[src/rtl/apb_nslv_pkg.sv]
// Shared types, response codes and strobe helper for the AHB-lite to APB bridge.
package apb_nslv_pkg;

  typedef enum logic [2:0] {
    ST_IDLE,
    ST_CAPT,
    ST_SETUP,
    ST_ACCESS,
    ST_DONE,
    ST_ERR1,
    ST_ERR2
  } state_t;

  localparam logic [1:0] HRESP_OKAY = 2'b00;
  localparam logic [1:0] HRESP_ERR  = 2'b01;

  // Index registers are sized for the largest supported slot count.
  localparam int MAX_SLV   = 16;
  localparam int SLV_IDX_W = $clog2(MAX_SLV);

  function automatic logic [3:0] pstrb_gen(input logic [2:0] size, input logic [1:0] addr);
    logic [3:0] strb;
    case (size)
      3'd0:    strb = 4'b0001 << addr;
      3'd1:    strb = 4'b0011 << {addr[1], 1'b0};
      default: strb = 4'hF;
    endcase
    return strb;
  endfunction

endpackage

[src/rtl/apb_nslv_decode.sv]
// Combinational slot decoder: region match, slot index and one-hot select.
module apb_nslv_decode
  import apb_nslv_pkg::*;
#(
  parameter int                NUM_SLV   = 8,
  parameter int                ADDR_W    = 40,
  parameter int                SEL_LSB   = 12,
  parameter logic [ADDR_W-1:0] BASE_ADDR = 40'h00_1000_0000
) (
  input  logic [ADDR_W-1:0]    haddr,
  input  logic [2:0]           hsize,
  output logic                 hit,
  output logic [SLV_IDX_W-1:0] idx,
  output logic [NUM_SLV-1:0]   onehot
);

  // A single-slot bridge still reserves one index bit so the slice stays legal.
  localparam int SEL_W  = (NUM_SLV > 1) ? $clog2(NUM_SLV) : 1;
  localparam int UP_LSB = SEL_LSB + SEL_W;

  logic [SEL_W-1:0] sel;
  logic             base_match;
  logic             idx_ok;
  logic             size_ok;

  assign sel        = haddr[SEL_LSB +: SEL_W];
  assign base_match = (haddr[ADDR_W-1:UP_LSB] == BASE_ADDR[ADDR_W-1:UP_LSB]);
  assign idx_ok     = (int'(sel) < NUM_SLV);
  assign size_ok    = (hsize <= 3'd2);
  assign hit        = base_match & idx_ok & size_ok;
  assign idx        = SLV_IDX_W'(sel);

  for (genvar gi = 0; gi < NUM_SLV; gi++) begin : g_onehot
    assign onehot[gi] = hit && (int'(sel) == gi);
  end

endmodule

[src/rtl/apb_nslv_bridge.sv]
// AHB-lite slave to N-slot APB3/4 master with wait states, error mapping and PREADY timeout.
module apb_nslv_bridge
  import apb_nslv_pkg::*;
#(
  parameter int                NUM_SLV     = 8,
  parameter int                ADDR_W      = 40,
  parameter int                SEL_LSB     = 12,
  parameter logic [ADDR_W-1:0] BASE_ADDR   = 40'h00_1000_0000,
  parameter int                TIMEOUT_CYC = 256
) (
  input  logic                  hclk,
  input  logic                  hrst_b,
  input  logic                  harb_apb_hsel,
  input  logic [ADDR_W-1:0]     harb_xx_haddr,
  input  logic [1:0]            harb_xx_htrans,
  input  logic                  harb_xx_hwrite,
  input  logic [2:0]            harb_xx_hsize,
  input  logic [31:0]           harb_xx_hwdata,
  input  logic                  harb_xx_hready_in,
  output logic [31:0]           apb_harb_hrdata,
  output logic                  apb_harb_hready,
  output logic [1:0]            apb_harb_hresp,
  output logic [ADDR_W-1:0]     apb_xx_paddr,
  output logic                  apb_xx_penable,
  output logic                  apb_xx_pwrite,
  output logic [31:0]           apb_xx_pwdata,
  output logic [3:0]            apb_xx_pstrb,
  output logic [NUM_SLV-1:0]    psel_vec,
  input  logic [NUM_SLV*32-1:0] prdata_vec,
  input  logic [NUM_SLV-1:0]    pready_vec,
  input  logic [NUM_SLV-1:0]    pslverr_vec,
  output logic                  timeout_pulse
);

  localparam int TO_W = (TIMEOUT_CYC > 1) ? $clog2(TIMEOUT_CYC) : 1;
  localparam logic [TO_W-1:0] TO_LAST = TO_W'((TIMEOUT_CYC > 0) ? TIMEOUT_CYC - 1 : 0);

  state_t                state_reg;
  logic [ADDR_W-1:0]     addr_reg;
  logic                  write_reg;
  logic [2:0]            size_reg;
  logic [SLV_IDX_W-1:0]  idx_reg;
  logic [NUM_SLV-1:0]    slot_oh_reg;
  logic [TO_W-1:0]       to_cnt_reg;

  logic [31:0]           hrdata_reg;
  logic                  hready_reg;
  logic [1:0]            hresp_reg;
  logic [ADDR_W-1:0]     paddr_reg;
  logic                  penable_reg;
  logic                  pwrite_reg;
  logic [31:0]           pwdata_reg;
  logic [3:0]            pstrb_reg;
  logic [NUM_SLV-1:0]    psel_reg;
  logic                  timeout_reg;

  logic                  dec_hit;
  logic [SLV_IDX_W-1:0]  dec_idx;
  logic [NUM_SLV-1:0]    dec_oh;
  logic                  accept;
  logic                  unused_htrans0;

  // Slave-side vectors padded to the maximum slot count so the 4-bit index always fits.
  logic [MAX_SLV-1:0]    pready_pad;
  logic [MAX_SLV-1:0]    pslverr_pad;
  logic [MAX_SLV*32-1:0] prdata_pad;
  logic                  pready_sel;
  logic                  pslverr_sel;
  logic [31:0]           prdata_sel;

  apb_nslv_decode #(
    .NUM_SLV   (NUM_SLV),
    .ADDR_W    (ADDR_W),
    .SEL_LSB   (SEL_LSB),
    .BASE_ADDR (BASE_ADDR)
  ) u_decode (
    .haddr  (harb_xx_haddr),
    .hsize  (harb_xx_hsize),
    .hit    (dec_hit),
    .idx    (dec_idx),
    .onehot (dec_oh)
  );

  assign unused_htrans0 = harb_xx_htrans[0];
  assign accept = harb_apb_hsel & harb_xx_htrans[1] & harb_xx_hready_in & hready_reg &
                  ((state_reg == ST_IDLE) | (state_reg == ST_DONE) | (state_reg == ST_ERR2));

  assign pready_pad  = MAX_SLV'(pready_vec);
  assign pslverr_pad = MAX_SLV'(pslverr_vec);
  assign prdata_pad  = (MAX_SLV*32)'(prdata_vec);
  assign pready_sel  = pready_pad[idx_reg];
  assign pslverr_sel = pslverr_pad[idx_reg];
  assign prdata_sel  = prdata_pad[{idx_reg, 5'd0} +: 32];

  always_ff @(posedge hclk or negedge hrst_b) begin
    if (!hrst_b) begin
      state_reg   <= ST_IDLE;
      addr_reg    <= '0;
      write_reg   <= 1'b0;
      size_reg    <= 3'd0;
      idx_reg     <= '0;
      slot_oh_reg <= '0;
      to_cnt_reg  <= '0;
      hrdata_reg  <= 32'h0;
      hready_reg  <= 1'b1;
      hresp_reg   <= HRESP_OKAY;
      paddr_reg   <= '0;
      penable_reg <= 1'b0;
      pwrite_reg  <= 1'b0;
      pwdata_reg  <= 32'h0;
      pstrb_reg   <= 4'h0;
      psel_reg    <= '0;
      timeout_reg <= 1'b0;
    end else begin
      timeout_reg <= 1'b0;
      case (state_reg)
        ST_IDLE, ST_DONE, ST_ERR2: begin
          state_reg  <= ST_IDLE;
          hready_reg <= 1'b1;
          hresp_reg  <= HRESP_OKAY;
          if (accept) begin
            addr_reg    <= harb_xx_haddr;
            write_reg   <= harb_xx_hwrite;
            size_reg    <= harb_xx_hsize;
            idx_reg     <= dec_idx;
            slot_oh_reg <= dec_oh;
            hready_reg  <= 1'b0;
            if (dec_hit) begin
              state_reg <= ST_CAPT;
            end else begin
              state_reg <= ST_ERR1;
              hresp_reg <= HRESP_ERR;
            end
          end
        end
        ST_CAPT: begin
          // hwdata is only valid in the AHB data phase, i.e. this cycle.
          pwdata_reg  <= harb_xx_hwdata;
          paddr_reg   <= addr_reg;
          pwrite_reg  <= write_reg;
          pstrb_reg   <= write_reg ? pstrb_gen(size_reg, addr_reg[1:0]) : 4'h0;
          psel_reg    <= slot_oh_reg;
          penable_reg <= 1'b0;
          state_reg   <= ST_SETUP;
        end
        ST_SETUP: begin
          penable_reg <= 1'b1;
          to_cnt_reg  <= '0;
          state_reg   <= ST_ACCESS;
        end
        ST_ACCESS: begin
          if (pready_sel) begin
            psel_reg    <= '0;
            penable_reg <= 1'b0;
            if (pslverr_sel) begin
              state_reg <= ST_ERR1;
              hresp_reg <= HRESP_ERR;
            end else begin
              state_reg  <= ST_DONE;
              hready_reg <= 1'b1;
              hresp_reg  <= HRESP_OKAY;
              hrdata_reg <= prdata_sel;
            end
          end else if ((TIMEOUT_CYC != 0) && (to_cnt_reg == TO_LAST)) begin
            psel_reg    <= '0;
            penable_reg <= 1'b0;
            timeout_reg <= 1'b1;
            state_reg   <= ST_ERR1;
            hresp_reg   <= HRESP_ERR;
          end else begin
            to_cnt_reg <= to_cnt_reg + TO_W'(1);
          end
        end
        ST_ERR1: begin
          hready_reg <= 1'b1;
          hresp_reg  <= HRESP_ERR;
          state_reg  <= ST_ERR2;
        end
        default: begin
          state_reg <= ST_IDLE;
        end
      endcase
    end
  end

  assign apb_harb_hrdata = hrdata_reg;
  assign apb_harb_hready = hready_reg;
  assign apb_harb_hresp  = hresp_reg;
  assign apb_xx_paddr    = paddr_reg;
  assign apb_xx_penable  = penable_reg;
  assign apb_xx_pwrite   = pwrite_reg;
  assign apb_xx_pwdata   = pwdata_reg;
  assign apb_xx_pstrb    = pstrb_reg;
  assign psel_vec        = psel_reg;
  assign timeout_pulse   = timeout_reg;

endmodule

[config.mk]
export PLATFORM = sky130hd
export DESIGN_NAME = apb_nslv_bridge
export DESIGN_NICKNAME = d
export VERILOG_FILES = /design/src/rtl/apb_nslv_pkg.sv /design/src/rtl/apb_nslv_decode.sv /design/src/rtl/apb_nslv_bridge.sv
export SDC_FILE = /design/constraint.sdc
export NUM_CORES = 1
export LEC_CHECK = 0
export CAP_MARGIN = 20
export CORE_AREA = 2 2 183 185
export CTS_BUF_LIST = sky130_fd_sc_hd__clkbuf_8
export DETAILED_ROUTE_END_ITERATION = 10
export DIE_AREA = 0 0 185 187
export HOLD_SLACK_MARGIN = 0.06
export PLACE_DENSITY_LB_ADDON = 0.08
export SYNTH_ARGS = -nofsm -noshare
export SYNTH_HDL_FRONTEND = slang
export SYNTH_SLANG_ARGS = --single-unit
[constraint.sdc]
create_clock -name hclk -period 2.9 [get_ports hclk]
set_input_delay 0.435 -clock hclk [delete_from_list [all_inputs] [get_ports hclk]]
set_output_delay 0.435 -clock hclk [all_outputs]
set_load 0.01 [all_outputs]
### After elaboration in Yosys (flattened, before gate mapping)

Cells that the tools add are included.
Widths: inputs -> output; s select.

* bitwise gates (word level): 8
* order comparisons: 2
* reductions and logical operators: 23
* equal/unequal tests: 21
* add/subtract/negate cells: 1
* shift-type cells: 3
* mux-type cells: 34
* divide/modulo/power cells: 0
* $mul: 0

Operators by type and width (number)
* $shiftx 512x9->32: 1
* $mux 8: 4
* $pmux 8 s2: 2
* $eq 25x14->1 const B: 1
* $eq 3x3->1 const B: 7
* $pmux 3 s5: 1
* $mux 1: 14
* $eq 3x2->1 const B: 4
* $mux 3: 4
* $eq 3x1->1 const B: 3
* $logic_not 3->1: 3
* $reduce_and 3->1: 3
* $add 8x1->8 const B: 1
* $eq 8x8->1 const B: 1
* $logic_and 1x1->1: 8
* $ne 2x2->1 const B: 4
* $pmux 4 s2: 1
* $reduce_and 2->1: 4
* $bmux 1 s3: 2
* $pmux 1 s3: 2
* $pmux 2 s3: 1
* $reduce_bool 3->1: 2
* $and 1x1->1: 5
* $lt 3x5->1 const B: 1
* 10 further kinds: 13

* memories kept: 0
* bits in read-only memories: 0
* word-level logic and storage cells: 109
* bits in latches: 0
* bits of input ports: 354
* bits in registers: 188
* output and inout port bits: 122
* RAM bits: 0

### Depth between registers and ports, before layout

* depth after elaboration: 6
* mapped depth: 8
* mapped depth without buffers: 6

### Modules after synthesis

A second synthesis with hierarchy kept.

* cell total of the unflattened synthesis: 815
* area, all modules: 9735.6 um^2

By module, submodules not included
* apb_nslv_bridge: area an instance 9509.1 um^2, sequential area each 4705.8 um^2, times used 1, cells an instance 782
* apb_nslv_decode: area an instance 226.5 um^2, sequential area each 0.0 um^2, times used 1, cells an instance 33

### Worst setup path before layout

Ideal clock, no wire load.

* path type: reg-to-reg
* start point: reg, netlist name addr_reg[13]
* end point: reg hrdata_reg[0] (netlist: apb_harb_hrdata[0])
* data required time: 2.778 ns
* library setup time: 0.122 ns
* period minus slack after synthesis: 2.120 ns
* buffers on the path: 3
* slack: 0.780 ns
* arrival: 1.998 ns
* cell stages (with the launch flop): 9
* path through: dfrtp_1 -> buf_6 -> mux4_2 -> mux2_2 -> or3_1 -> buf_6 -> buf_6 -> nand2_1 -> o21ai_1

RTL lines
* end signal: assignment: line apb_nslv_bridge.sv:162 `hrdata_reg <= prdata_sel;`
* end: declaration: line apb_nslv_bridge.sv:46 `logic [31:0] hrdata_reg;`

==> results.md <==
- Wirelength, routed: around 35000 um
- Final hold violations: 0
- Die Footprint: 34600 um^2
- Sequential area share after synthesis: 49.9%
- Post-synth EDFFs: 0
- Worst ir drop on vdd: 0.408 mV
- Pwr Density: 835 nW/um^2
- Reg area: 4610 um^2
- Post-synthesis cell type count: 47
- Total gr overflow: 0
- DR iter-0 viols: ~330
- Cell area after layout: 14900 um^2
- Area leader, netlist: dfrtp_1
- HPWL after DPL: approximately 26000 um
- DRT Pass-1 Iters: 4
- Ratio of cells with drive above 1 in the final layout: 11.7%
- Slew headroom: 61.4%
- # diodes: 0
- Final Wtd Congestion: 0.842
- Count of yosys warnings during synthesis: 0
- CTS clock-pin slew for the worst setup and hold paths: 0.13 ns
- Slew Viols, Final: 0
- Via count: 8097
- Htree depth: 4
- Crit path buf inv count: 1
- WP depth: 6
- Multi-input gate area: 4310 um^2
- Site Rows: 67
- Area Growth Syn to Fin: 61.4%
- Die width: 185 um
- Die Y: 187 um
- CTS root buf: clkbuf_8
- Flops & latches, synth: between 150 and 200
- Tmin final: 2.35 ns
- Status: complete, no violations
- Crit Path Class: reg -> reg
- Drt drc: 0
- Crit-path cells: mux4_2, mux2_2, or3_2, buf_12, nand2_1, o21ai_2
- Worst Tran Pin Value: approximately 0.58 ns
- RSZ-0062 raised after global routing: no
- Largest stage delay on the critical path: 0.54 ns
- Setup-failing EPs final: 0
- Synth async-reset ratio: 100%
- Total GRT Usage: 19.6%
- Fillers: 3163
- First-pass GRT wire length: 50900 um
- Post-Synthesis Cells: just under 900
- Netlist Area Pre-Place: between 9000 and 10000 um^2
- Fin Setup TNS: 0 ns
- Slowest-stage cell, CP: mux4_2
- R2R Setup Slk: around 0.55 ns
- Post-DP Area: 14500 um^2
- Kind of end point of the critical path: flip-flop
- Clock Skew: 0.0277 ns
- Largest net degree at the start of global routing: 82
- Top-area cell type share of the netlist area: 49.7%
- Starting Density: 28.1%
- Vias in the first global route: 8158
- NumNets Final: 1687
- Critical Path Start Type: flip-flop
- CORE AREA: 32900 um^2
- TritonCTS clock tree: built
- Leak: about 6.5 nW
- Top post-synthesis cells by area: dfrtp_1 (50%), mux4_2 (17%), nand2_1 (16%), mux2i_1 (4.1%), o21ai_2 (2.7%)
- Fmax: ~430 MHz
- Initial antenna violation count: 0
- Routed WL per cell: 19.3 um
- Final Cycle Share: about 81%
- CTS Buf Count: 17
- Mapped Nets: 1238
- Worst Reg-to-Reg Cells: 6
- Top FF cell, synth: dfrtp_1
- Maximum clock insertion buffer count: 2
- Syn Area/Cell: 10.4 um^2
- Worst Hold Class: in -> reg
- CTS sink cnt: ~180
- Post-CTS Setup Inserts: 0
- Maxcap violations: 0
- Crit path max-delay family: multiplexers
- Critical Path End: apb_harb_hrdata[22]
- Worst setup path startpoint: addr_reg[13]
- DRT antenna net count: 0
- Worst Path Arrival: 2.70 ns
- Reg-to-Reg End: apb_harb_hrdata[22]
- Clk Latency, worst-skew pair: 0.48 ns
- DR vias/cell: 4.52
- Crit path required time: 3.25 ns
- RR Startpoint: addr_reg[13]
- I/O pin total: approximately 480
- Buffers added on ports: 473
- Crit Path Max Fanout: 64
## synth_stat cells (2+ instances only)
cell type,n
a21boi_0,2
a22o_1,10
and3_1,5
buf_1,5
buf_2,7
buf_6,8
clkbuf_1,39
dfrtp_1,183
inv_1,2
inv_2,2
mux2_2,2
mux2i_1,38
mux4_2,68
nand2_1,404
nand2b_1,4
nand3_1,4
nand3b_1,3
nand4_1,4
nor2_1,6
nor3_1,2
nor4_1,6
o21ai_0,4
o21ai_1,21
o21ai_2,28
or3_1,3
xor2_1,2
## power by group
group / internal, mW / switching [mW] / leakage, nW
combinational: 3.31 / 3.12 / 3.91
sequential: 3.57 / 0.622 / 2.36
clock: 0.689 / 1.13 / 0.211
total: 7.57 / 4.86 / 6.48
## layer usage
| layer | up-vias | part of all wire, % | GRT usage [%] |
|---|---|---|---|
| met4 | 0 | 1.6 | 5.13 |
| li1 | 3912 | - | - |
| met2 | 247 | 48 | 32.4 |
| met5 | - | 0 | 0 |
| met3 | 24 | 7.4 | 5.28 |
| met1 | 3914 | 43 | 25.5 |
## logic make-up after synthesis
group / share of synthesized area, %
and+or+nand+nor: 19.3
DFF: 49.9
muxes: 21.0
AOI/OAI and AO/OA: 5.90
buffers and inverters: 3.39
xor gates and xnor gates: 0.285
adders and majority gates: 0.136
other: 0.0407
## area by class of cell
type / count / area share (%)
well taps: 448 / 3.76
flip-flops and latches: 184 / 31.0
clock inverters: 14 / 1.15
repair buffers: 490 / 33.4
multi-input cells: 635 / 29.0
clock buffers: 18 / 1.66
inverters: 4 / 0.101
## placed cells by master (no fill, tap or decap), types with 2 or more instances in the layout
cell type / count
mux4_2: 68
mux2_2: 2
nor3_1: 2
dfrtp_1: 180
a21boi_0: 2
inv_1: 2
or3_1: 2
nand4_1: 4
clkbuf_8: 19
o21ai_2: 28
nand2_1: 404
nor2_1: 5
o21ai_1: 21
dfrtp_2: 2
xor2_1: 2
nand3_1: 4
and3_1: 5
buf_12: 8
inv_2: 2
inv_8: 3
buf_4: 8
inv_6: 3
clkdlybuf4s50_1: 472
mux2i_1: 38
nand3b_1: 3
clkinv_8: 5
o21ai_0: 4
nor4_1: 6
a22o_1: 10
nand2b_1: 4
## worst min-delay path, delay by kind of cell
kind / cells / cell delay, ns
buffers and inverters: 1 / 0.39
and+or+nand+nor: 2 / 0.09
## per-stage QoR
stage	hold WS, ns	power, mW	setup WS (ns)	utilization (%)	instances
3_5_place_dp	0.453	10.8	0.209	44.0	1760
6_report	0.460	12.4	0.550	45.3	1793
3_3_place_gp	0.443	10.8	0.228	44.0	1760
2_1_floorplan	0.139	7.78	0.780	-	883
4_1_cts	0.430	12.7	0.554	45.3	1793
5_1_grt	0.426	13.4	0.479	45.3	1793
## repair_timing
action / 4_1_cts / 5_1_grt
endpoints found under the setup margin: 0 / 0
gates resized for setup: 0 / 0
hold endpoints to repair: 55 / 0
hold buffers: 1 / 0
## how the worst min path moves through the flow
stage / endpoint / depth (start not counted) / start
2_1_floorplan: addr_reg[0] / 0 / hrst_b
3_5_place_dp: apb_xx_paddr[32] / 2 / addr_reg[32]
5_1_grt: apb_xx_pwdata[4] / 3 / harb_xx_hwdata[4]
4_1_cts: apb_xx_pwdata[11] / 3 / harb_xx_hwdata[11]
3_3_place_gp: apb_xx_paddr[36] / 2 / addr_reg[36]
6_report: apb_xx_pwdata[11] / 3 / harb_xx_hwdata[11]
Power figures use the tool's default switching activity.
